[config.mk]
export PLATFORM = sky130hd
export DESIGN_NAME = muldiv_unit
export DESIGN_NICKNAME = d
export VERILOG_FILES = /design/src/rtl/muldiv_unit.sv
export SDC_FILE = /design/constraint.sdc
export NUM_CORES = 1
export LEC_CHECK = 0
export CORE_UTILIZATION = 60
export DETAILED_ROUTE_END_ITERATION = 6
export PLACE_DENSITY = 0.83
export SLEW_MARGIN = 15
export SYNTH_ARGS = -nofsm -noshare
export SYNTH_HDL_FRONTEND = slang
export SYNTH_SLANG_ARGS = --single-unit
[constraint.sdc]
create_clock -name clk -period 4.33 [get_ports clk]
set_input_delay 0.866 -clock clk [delete_from_list [all_inputs] [get_ports clk]]
set_output_delay 0.866 -clock clk [all_outputs]
set_load 0.05 [all_outputs]
[src/rtl/muldiv_unit.sv]
// muldiv_unit: iterative 32-bit multiply/divide unit for the MIPS datapath.
// Executes MULT, MULTU, DIV and DIVU over a fixed 34 cycles from the start edge.
// Results go to the HI/LO special registers through one-cycle write strobes.
//
// Ports:
//   clk            system clock, rising edge
//   rst            asynchronous active-high reset
//   start          request a new operation (ignored while busy)
//   op[1:0]        00 MULT, 01 MULTU, 10 DIV, 11 DIVU
//   a, b           rs / rt operand values
//   busy           operation in progress (CALC and FIX)
//   done           one-cycle result-valid pulse
//   hi_out         product[63:32] or remainder
//   lo_out         product[31:0] or quotient
//   hi_we, lo_we   HI/LO write strobes, identical to done
module muldiv_unit #(
  parameter int WIDTH = 32
) (
  input  logic             clk,
  input  logic             rst,
  input  logic             start,
  input  logic [1:0]       op,
  input  logic [WIDTH-1:0] a,
  input  logic [WIDTH-1:0] b,
  output logic             busy,
  output logic             done,
  output logic [WIDTH-1:0] hi_out,
  output logic [WIDTH-1:0] lo_out,
  output logic             hi_we,
  output logic             lo_we
);

  localparam int CW = $clog2(WIDTH);

  typedef enum logic [1:0] {IDLE, CALC, FIX, DONE} state_t;

  state_t           state, state_nx;
  logic [CW-1:0]    cnt;
  logic             accept;

  logic             is_div;
  logic             neg_q;     // quotient / product sign
  logic             neg_r;     // remainder sign (dividend sign)
  logic             b_zero;
  logic [WIDTH-1:0] a_raw;
  logic [WIDTH-1:0] addend;    // multiplicand for MUL, divisor for DIV
  logic [WIDTH-1:0] opr;       // multiplier (shifts right) or dividend (shifts left)
  logic [WIDTH-1:0] acc_hi;    // product high half or partial remainder
  logic [WIDTH-1:0] acc_lo;    // product low half or quotient

  logic             sign_a, sign_b;
  logic [WIDTH-1:0] mag_a, mag_b;
  logic [WIDTH:0]   sum;
  logic [WIDTH:0]   trial;
  logic [WIDTH-1:0] fix_hi, fix_lo;
  logic [2*WIDTH-1:0] prod;

  function automatic logic [WIDTH-1:0] cond_neg_w(input logic [WIDTH-1:0] x, input logic en);
    return en ? (~x + 1'b1) : x;
  endfunction

  function automatic logic [2*WIDTH-1:0] cond_neg_d(input logic [2*WIDTH-1:0] x, input logic en);
    return en ? (~x + 1'b1) : x;
  endfunction

  assign accept = start && (state == IDLE || state == DONE);
  assign hi_we  = done;
  assign lo_we  = done;

  // Magnitudes of the incoming operands; 0x80000000 stays 0x80000000 as unsigned.
  assign sign_a = ~op[0] & a[WIDTH-1];
  assign sign_b = ~op[0] & b[WIDTH-1];
  assign mag_a  = cond_neg_w(a, sign_a);
  assign mag_b  = cond_neg_w(b, sign_b);

  // Shift-add step and restoring-division trial subtraction.
  assign sum   = {1'b0, acc_hi} + (opr[0] ? {1'b0, addend} : '0);
  assign trial = {acc_hi, opr[WIDTH-1]} - {1'b0, addend};

  always_comb begin
    prod   = cond_neg_d({acc_hi, acc_lo}, neg_q);
    fix_hi = prod[2*WIDTH-1:WIDTH];
    fix_lo = prod[WIDTH-1:0];
    if (is_div) begin
      if (b_zero) begin
        fix_hi = a_raw;
        fix_lo = '1;
      end else begin
        fix_hi = cond_neg_w(acc_hi, neg_r);
        fix_lo = cond_neg_w(acc_lo, neg_q);
      end
    end
  end

  always_comb begin
    state_nx = state;
    unique case (state)
      IDLE, DONE: state_nx = start ? CALC : IDLE;
      CALC:       if (cnt == CW'(WIDTH-1)) state_nx = FIX;
      FIX:        state_nx = DONE;
      default:    state_nx = IDLE;
    endcase
  end

  // Control and architecturally visible outputs.
  always_ff @(posedge clk or posedge rst) begin
    if (rst) begin
      state  <= IDLE;
      cnt    <= '0;
      busy   <= 1'b0;
      done   <= 1'b0;
      hi_out <= '0;
      lo_out <= '0;
    end else begin
      state <= state_nx;
      busy  <= (state_nx == CALC) || (state_nx == FIX);
      done  <= (state_nx == DONE);
      if (accept)
        cnt <= '0;
      else if (state == CALC)
        cnt <= cnt + CW'(1);
      if (state == FIX) begin
        hi_out <= fix_hi;
        lo_out <= fix_lo;
      end
    end
  end

  // Datapath: operand capture on accept, one iteration per CALC cycle.
  always_ff @(posedge clk) begin
    if (accept) begin
      is_div <= op[1];
      neg_q  <= sign_a ^ sign_b;
      neg_r  <= sign_a;
      b_zero <= (b == '0);
      a_raw  <= a;
      addend <= op[1] ? mag_b : mag_a;
      opr    <= op[1] ? mag_a : mag_b;
      acc_hi <= '0;
      acc_lo <= '0;
    end else if (state == CALC) begin
      if (is_div) begin
        // Non-negative trial keeps the subtraction and yields a 1 quotient bit.
        acc_hi <= trial[WIDTH] ? {acc_hi[WIDTH-2:0], opr[WIDTH-1]} : trial[WIDTH-1:0];
        acc_lo <= {acc_lo[WIDTH-2:0], ~trial[WIDTH]};
        opr    <= {opr[WIDTH-2:0], 1'b0};
      end else begin
        acc_hi <= sum[WIDTH:1];
        acc_lo <= {sum[0], acc_lo[WIDTH-1:1]};
        opr    <= {1'b0, opr[WIDTH-1:1]};
      end
    end
  end

endmodule

### After elaboration in Yosys (flattened, before gate mapping)

Cells that the tools add are included.

| word-level totals | value |
|---|---|
| register bits after elaboration | 237 |
| word-level logic and storage cells | 70 |
| bits of input ports | 69 |
| output and inout bits | 68 |

| cells by class | value |
|---|---|
| add/sub/neg operators | 8 |
| eq/ne operators | 7 |
| mux-type cells | 23 |
| reductions and logical operators | 7 |
| bitwise gates (word level) | 10 |

Operators by type and width:

| cell | number |
|---|---|
| $mux W32 | 17 |
| $add A32 B1 Y32 const B | 4 |
| $not A32 Y32 | 4 |
| $add A64 B1 Y64 const B | 1 |
| $mux W64 | 1 |
| $not A64 Y64 | 1 |
| $add A32 B32 Y33 | 1 |
| $sub A33 B32 Y33 | 1 |
| $logic_not A32 Y1 | 1 |
| $mux W5 | 2 |
| $eq A2 B2 Y1 const B | 4 |
| $pmux W2 S3 | 1 |
| $add A5 B1 Y5 const B | 1 |
| $eq A5 B5 Y1 const B | 1 |
| $eq A2 B1 Y1 const B | 2 |
| $and A1 B1 Y1 | 2 |
| $logic_not A2 Y1 | 1 |
| $logic_or A1 B1 Y1 | 2 |
| $mux W2 | 1 |
| $not A1 Y1 | 2 |
| $reduce_bool A2 Y1 | 1 |
| $reduce_or A2 Y1 | 1 |
| $logic_and A1 B1 Y1 | 1 |
| $mux W1 | 1 |
| $xor A1 B1 Y1 | 1 |

### Logic depth before layout (Yosys ltp)

Gate-level depths: netlist of run 1.

| logic depth | value |
|---|---|
| word-level depth | 5 |
| mapped depth | 13 |
| mapped depth without buffers | 12 |

### Worst setup path after synthesis of run 1

OpenSTA, ideal clock, no wires.

| timing path | value |
|---|---|
| path type | input -> register |
| start | input start |
| end | register opr[25], data pin |
| arrival | 3.269 ns |
| cell stages on the path | 4 |
| library setup time | 0.372 ns |
| buffers on the path | 1 |
| slack | 0.689 ns |
| data required time | 3.958 ns |
| cell sequence | nand2_1 inv_2 clkbuf_1 o22ai_1 |

| on the way | value |
|---|---|
| cells in the longest elaborated chain, start to end | 2 |

RTL lines:

| what | RTL line | source |
|---|---|---|
| start, declared | 21 | `input logic start,` |
| $logic_and A1 B1 Y1 | 66 | `assign accept = start && (state == IDLE \|\| state == DONE);` |
| via accept | 39 | `logic accept;` |
| $mux W32 | 131 | `if (accept) begin` |
| end signal, assigned | 138 | `opr <= op[1] ? mag_a : mag_b;` |
| end signal, assigned | 146 | `opr <= {opr[WIDTH-2:0], 1'b0};` |
| end signal, assigned | 150 | `opr <= {1'b0, opr[WIDTH-1:1]};` |
| end, declared | 47 | `logic [WIDTH-1:0] opr;` |

The timed path passes the listed nets, and every way through them passes these cells.
A chain may end at the register's enable or synchronous reset.

### Final worst setup path of run 1

| timing path | value |
|---|---|
| start | register opr[31] |
| end | register acc_hi[27] |

| on the way | value |
|---|---|
| cells in the longest elaborated chain, start to end | 3 |

RTL lines:

| what | RTL line | source |
|---|---|---|
| $sub A33 B32 Y33 | 78 | `assign trial = {acc_hi, opr[WIDTH-1]} - {1'b0, addend};` |
| $mux W32 | 144 | `acc_hi <= trial[WIDTH] ? {acc_hi[WIDTH-2:0], opr[WIDTH-1]} : trial[WIDTH-1:0];` |
| $mux W32 | 142 | `if (is_div) begin` |
| end signal, assigned | 144 |  |
| end signal, assigned | 148 | `acc_hi <= sum[WIDTH:1];` |
| end, declared | 48 | `logic [WIDTH-1:0] acc_hi;` |

Every way passes these cells.

==> metrics.md, run 1 <==
| Metric | Value |
|---|---|
| Core area | about 29000 µm² |
| Worst Clk Skew | 0.02155 ns |
| Final setup TNS | 0 ns |
| Ys flop type | edfxtp_1 |
| Post-DP HPWL | 41040 µm |
| Vias in the first global route | 15360 |
| Post-route ant nets | 0 |
| Post-CTS setup buffer count | 0 |
| Count leader, synth | nor2_1 |
| Synth Area in Compound Gates | 0.1959 |
| Global Route Usage Sum | 0.3617 |
| CP required | 4.77 ns |
| Reg2Reg Capture Point | acc_hi[27]$_SDFFE_PP0P_ |
| Hold_sp | hi_out[16]$_DFFE_PP0P_ |
| Simple-Gate Fraction of Synth Area | 0.1664 |
| DR WL/cell | around 22 µm |
| Synth Area in Adders | 0.05399 |
| Area leader, netlist | edfxtp_1 |
| Clk root buf | clkbuf_16 |
| Internal | 5.648 mW |
| Max cap viols | 0 |
| Largest net degree at the start of global routing | 76 |
| P_sw | 3.864 mW |
| Max incr delay on CP | 0.43 ns |
| Reg2Reg Setup Slack | approximately 0.66 ns |
| CTS H-tree depth | 1 |
| Crit path max-delay cell type | edfxtp_1 |
| Max Freq | 272.3 MHz |
| Total Wirelength | 55400 µm |
| Peak VDD IR | 0.3336 mV |
| CP arrival | 4.11 ns |
| First drt pass iteration count | 5 |
| CP Capture Type | flip-flop |
| Type of the worst setup path | reg2reg |
| Hold Crit Class | reg2reg |
| Row count | 62 |
| CTS Buffer Depth | 3 |
| Clk sink count | 237 |
| Final hold slack | roughly 0.5 ns |
| Switch share | 0.4062 |
| Slew headroom | 0.3288 |
| YS warnings | 0 |
| Net Count, Synth | between 2000 and 2500 |
| Seq/Total Area, Yosys | 0.3460 |
| Slew Viols, Final | 0 |
| Mean number of vias per cell | 6.479 |
| CP endpoint | acc_hi[27]$_SDFFE_PP0P_ |
| Crit-path cells | inv_1 > ha_1 > fa_1 > nand2b_1 > a21oi_1 > o2111ai_1 > o211ai_1 > a31oi_4 > xor2_1 > buf_4 > nand2_1 > o221ai_1 > o22ai_1 |
| Final min period | roughly 3.7 ns |
| Worst-Margin Slew | between 1 and 1.5 ns |
| Crit path buffers/inverters | 2 |
| Total number of vias | 16380 |
| Crit Path Max Fanout | 17 |
| Worst Setup Slack, final | 0.6577 ns |
| Initial antenna violation count | 1 |
| Flop pwr share | 0.330 |
| Top-area cell type share of the netlist area | 0.1700 |
| Place WS | 0.3154 ns |
| #FFs+latches synth | 237 |
| Top Ports | roughly 140 |
| GPL Wtd Cong | 0.9924 |
| PD cells | about 470 nW/µm² |
| Initial Utilization | 0.6119 |
| Final Hold Viols | 0 |
| RSZ-0062 raised after global routing | false |
| Clock Latency Late Sink | 0.57 ns |
| P&R area growth vs syn | 14.30% |
| Synth Area in XOR/XNOR | 0.09565 |
| DRT iter0 DRCs | 1610 |
| Syn Inst Count | 2051 |
| Mux cell area share after synthesis | 0.09097 |
| Pleak | 8.385 nW |
| RR Startpoint | opr[31]$_DFFE_PP_ |
| Overflow left after global routing | 0 |
| Yosys cell types | 86 |
| Final Cycle Share | 0.8481 |
| EDFF count, synth | 100 |
| Layout cell share with drive strength beyond 1 | 0.06250 |
| Top delay family on crit path | compound AO/OA/AOI/OAI gates |
| Final #Nets | around 2300 |
| Post-Syn Area | 17660 µm² |
| Clock power frac | 0.246 |
| Cell count along the critical path | 13 |
| Fraction of registers with async set or reset after synthesis | 0.3080 |
| Total power | 9.512 mW |
| Top cells by area, synth | edfxtp_1, dfrtp_1, mux2i_1 |
| Clk pin slew, worst setup/hold paths | 0.06 ns |
| TritonCTS clock tree | yes |
| Post-synth top cells | nor2_1, a21oi_1, nand2_1, mux2i_1, o21ai_0 |
| IO Port Bufs | 136 |
| Die width | 173.6 µm |
| Synthesized area per cell | roughly 8.6 µm² |
| CP startpoint kind | flip-flop |
| Combinational power share | 0.424 |
| Die area | 30120 µm² |
| Die H | 173.6 µm |
| Post-CTS Hold Buffers | 0 |
| Fillers | 2281 |
| First-pass GRT wire length | 85550 µm |
| Largest family of logic cells by synthesized area | compound AO/OA/AOI/OAI gates |
| DP Cell Count | approximately 2500 |
| Final setup fails | 0 |
| TritonCTS Buffers | 27 |
| Worst-case reg-to-reg path depth | 13 |
| Outcome | complete, no violations |
| Post-cts resize count | 0 |
| Finished Layout Cells | 2528 |
| CP startpoint | opr[31]$_DFFE_PP_ |
| Detailed-route DRC error count | 0 |
| Antenna cells | 0 |
-- cell type report --
type	count	area, µm²	area share
Sequential cell	237	6111	0.3027
Clock buffer	38	782.0	0.03874
Multi-Input combinational cell	1591	10660	0.5280
Clock inverter	12	120.1	0.005951
Inverter	83	315.3	0.01562
Tap cell	384	480.5	0.02380
Timing Repair Buffer	183	1719	0.08517
-- worst min-delay path by stage --
stage,end,slack [ns],cells after the start
5_1_grt,hi_out[16]$_DFFE_PP0P_,0.52,1
3_3_place_gp,hi_out[16]$_DFFE_PP0P_,0.47,1
3_5_place_dp,hi_out[16]$_DFFE_PP0P_,0.49,1
2_1_floorplan,hi_out[0]$_DFFE_PP0P_,0.48,2
6_report,hi_out[16]$_DFFE_PP0P_,0.50,1
4_1_cts,hi_out[16]$_DFFE_PP0P_,0.51,1
-- worst register-to-register path, delay by kind of cell (launching register included) --
family / cells / cell delay (ns)
XOR/XNOR: 1 / 0.21
AND/OR/NAND/NOR: 2 / 0.39
flip-flops: 1 / 0.43
adder cells (fa/ha/maj): 2 / 0.59
AO/OA/AOI/OAI: 6 / 1.54
buffers and inverters: 2 / 0.39
-- sequential cells by signal, summed over array words and instances (netlist names), 2 cells and up --
signal,count
state,2
acc_lo,32
addend,32
lo_out,32
cnt,5
opr,32
a_raw,32
hi_out,32
acc_hi,32
-- power groups by stage --
stage | clock network, mW | registers (mW) | logic [mW]
floorplan | 0 | 2.92 | 3.04
global placement | 0 | 3.15 | 3.81
detailed placement | 0 | 3.16 | 3.89
CTS | 2.34 | 3.12 | 3.93
global route | 2.43 | 3.17 | 4.38
finish | 2.34 | 3.14 | 4.03
-- kinds of logic after synthesis --
group / after synthesis
and+or+nand+nor: 609
muxes: 159
DFF: 237
adders and majority gates: 75
AOI/OAI and AO/OA: 556
xor gates and xnor gates: 192
buffers and inverters: 223
-- layer usage --
| metal | wire (µm) | vias to the layer above | GRT usage |
|---|---|---|---|
| met4 | 2324 | 0 | 0.1497 |
| li1 | - | 7546 | - |
| met2 | 24410 | 885 | 0.5604 |
| met1 | 23060 | 7802 | 0.4994 |
| met3 | 5600 | 146 | 0.06425 |
| met5 | 0 | - | 0 |
-- stage by stage --
step                        util  instance area, µm²
after floorplan                -               17660
after global placement    0.6677               19270
after detailed placement  0.6677               19270
after CTS                 0.6990               20170
after global routing      0.6995               20190
final                     0.6995               20190
-- placed cells by master, fill, tap and decap left out, types with 71 or more instances in the layout --
cell	n
nor2_1	199
dfrtp_1	73
nand2_1	160
mux2i_1	147
clkdlybuf4s50_1	135
inv_1	80
xor2_1	103
a21oi_1	168
xnor2_1	88
ha_1	71
edfxtp_1	100
o21ai_0	135
No activity file was read; power rests on OpenSTA's default activity.
==> run 2: changes to the inputs <==
Clock period 4.33 ns to 3.77 ns, I/O delays scaled along.
==> run 2 against run 1 <==
Effect of this change:
- first-iteration DRC count is 2.9% lower
- non-clock buffer count is 58 higher
- critical path depth stayed put
- maximum frequency is 1.3% lower
- sequential power is 12% higher
- sequential cell count stayed put
- register-to-register slack worse by 0.61 ns
- worst hold slack better by 0.018 ns
- combinational power is 26% higher
- global-route usage is 2.0 points higher
- count of clock-buffer cells in the layout is 4 lower
- via count is 0.97% higher
- largest cell class unchanged
==> metrics.md, run 2 (synthesis gave the netlist of run 1 again) <==
| Metric | Value |
|---|---|
| Max Freq | approximately 270 MHz |
| Largest net degree at the start of global routing | about 110 |
| Die width | 173.6 µm |
| DRT iter0 DRCs | 1564 |
| Final setup fails | 0 |
| First-pass GRT wire length | 89730 µm |
| RSZ-0062 raised after global routing | false |
| Post-route ant nets | 0 |
| Initial antenna violation count | 0 |
| Crit Path Max Fanout | 21 |
| CP arrival | 4.21 ns |
| Final Cycle Share | 0.9873 |
| Final Hold Viols | 0 |
| Initial Utilization | 0.6119 |
| PD cells | 542.5 nW/µm² |
| Outcome | complete, no violations |
| Core area | 28860 µm² |
| Type of the worst setup path | reg2reg |
| Slew headroom | 0.4459 |
| Vias in the first global route | between 15000 and 20000 |
| Overflow left after global routing | 0 |
| CTS H-tree depth | 1 |
| CP startpoint | opr[0]$_DFFE_PP_ |
| Worst Clk Skew | 0.01314 ns |
| Post-DP HPWL | ~44000 µm |
| Clock Latency Late Sink | 0.56 ns |
| Global Route Usage Sum | 0.3814 |
| Clk root buf | clkbuf_16 |
| Post-CTS Hold Buffers | 0 |
| Hold_sp | hi_out[12]$_DFFE_PP0P_ |
| Detailed-route DRC error count | 0 |
| P&R area growth vs syn | 16.65% |
| Final hold slack | between 0.5 and 0.6 ns |
| Final min period | 3.722 ns |
| Top Ports | 137 |
| CP required | 4.26 ns |
| First drt pass iteration count | 6 |
| Hold Crit Class | reg2reg |
| Clk sink count | 237 |
| CP Capture Type | flip-flop |
| Place WS | -0.1059 ns |
| Layout cell share with drive strength beyond 1 | 0.08583 |
| Row count | 62 |
| Mean number of vias per cell | 6.395 |
| CTS Buffer Depth | 3 |
| RR Startpoint | opr[0]$_DFFE_PP_ |
| TritonCTS Buffers | 27 |
| Die H | 173.6 µm |
| TritonCTS clock tree | yes |
| Post-cts resize count | 0 |
| Worst-Margin Slew | 0.8311 ns |
| Final setup TNS | 0 ns |
| Total number of vias | 16540 |
| Slew Viols, Final | 0 |
| Die area | 30120 µm² |
| Total Wirelength | 57960 µm |
| Commonest non-fill, non-tap cell in the layout | nor2_1 |
| Final #Nets | around 2300 |
| Pleak | 8.653 nW |
| CP startpoint kind | flip-flop |
| Commonest non-fill, non-tap cells in the layout | nor2_1, a21oi_1, nand2_1, mux2i_1 |
| IO Port Bufs | 136 |
| Peak VDD IR | 0.4180 mV |
| Clk pin slew, worst setup/hold paths | 0.06 ns |
| DR WL/cell | 22.41 µm |
| Antenna cells | 0 |
| Max cap viols | 0 |
| Post-CTS setup buffer count | 0 |
| GPL Wtd Cong | 1.008 |
| Worst Setup Slack, final | 0.04784 ns |
run 2: worst max-delay path: stages, from the launching register on:
cell	delay, ns
edfxtp_1	0.44
buf_4	0.19
buf_4	0.22
and2_1	0.18
ha_1	0.39
a21oi_1	0.18
o21ai_0	0.11
a21o_1	0.20
a221oi_1	0.58
a21oi_1	0.23
o21ai_0	0.48
nand3_1	0.14
o311a_1	0.15
a21oi_1	0.14
run 2: cell type report:
class / instances / area (µm²)
repair buffers: 241 / 2172
well taps: 384 / 480.5
fillers: 2296 / 8258
clock buffers: 34 / 701.9
flip-flops and latches: 237 / 6111
inverters: 83 / 316.6
clock inverters: 16 / 160.2
multi-input cells: 1591 / 10660
run 2: path summary, 6_finish.rpt:
check / to / slack [ns] / cells past startpoint
worst max-delay path: acc_hi[26]$_SDFFE_PP0P_ / 0.05 / 13
worst min-delay path: hi_out[12]$_DFFE_PP0P_ / 0.52 / 1
worst max register to register: acc_hi[26]$_SDFFE_PP0P_ / 0.05 / 13
worst min register to register: hi_out[12]$_DFFE_PP0P_ / 0.52 / 1
max in group asynchronous: hi_out[28]$_DFFE_PP0P_ / 2.45 / 3
min in group asynchronous: lo_out[21]$_DFFE_PP0P_ / 0.71 / 2
run 2: routing by layer:
metal	global-route usage	vias up	routed length [µm]
met3	0.05855	130	5400
met2	0.5915	841	25660
met4	0.1346	0	2035
li1	-	7657	-
met1	0.5408	7910	24870
met5	0	-	0
run 2: stage by stage:
step / area (µm²) / instances / total power, mW / utilization
final: 20600 / 2586 / 11.18 / 0.7138
after CTS: 20600 / 2586 / 11.05 / 0.7138
after global routing: 20600 / 2586 / 11.71 / 0.7138
after detailed placement: 19740 / 2536 / 8.422 / 0.6839
after floorplan: 17660 / 2051 / 6.855 / -
after global placement: 19740 / 2536 / 8.312 / 0.6839
run 2: power by group:
part | leakage (nW) | internal [mW] | total [mW] | switching [mW]
Sequential | 2.33 | 3.07 | 3.51 | 0.443
Combinational | 5.91 | 2.08 | 5.06 | 2.97
Clock | 0.412 | 1.47 | 2.61 | 1.14
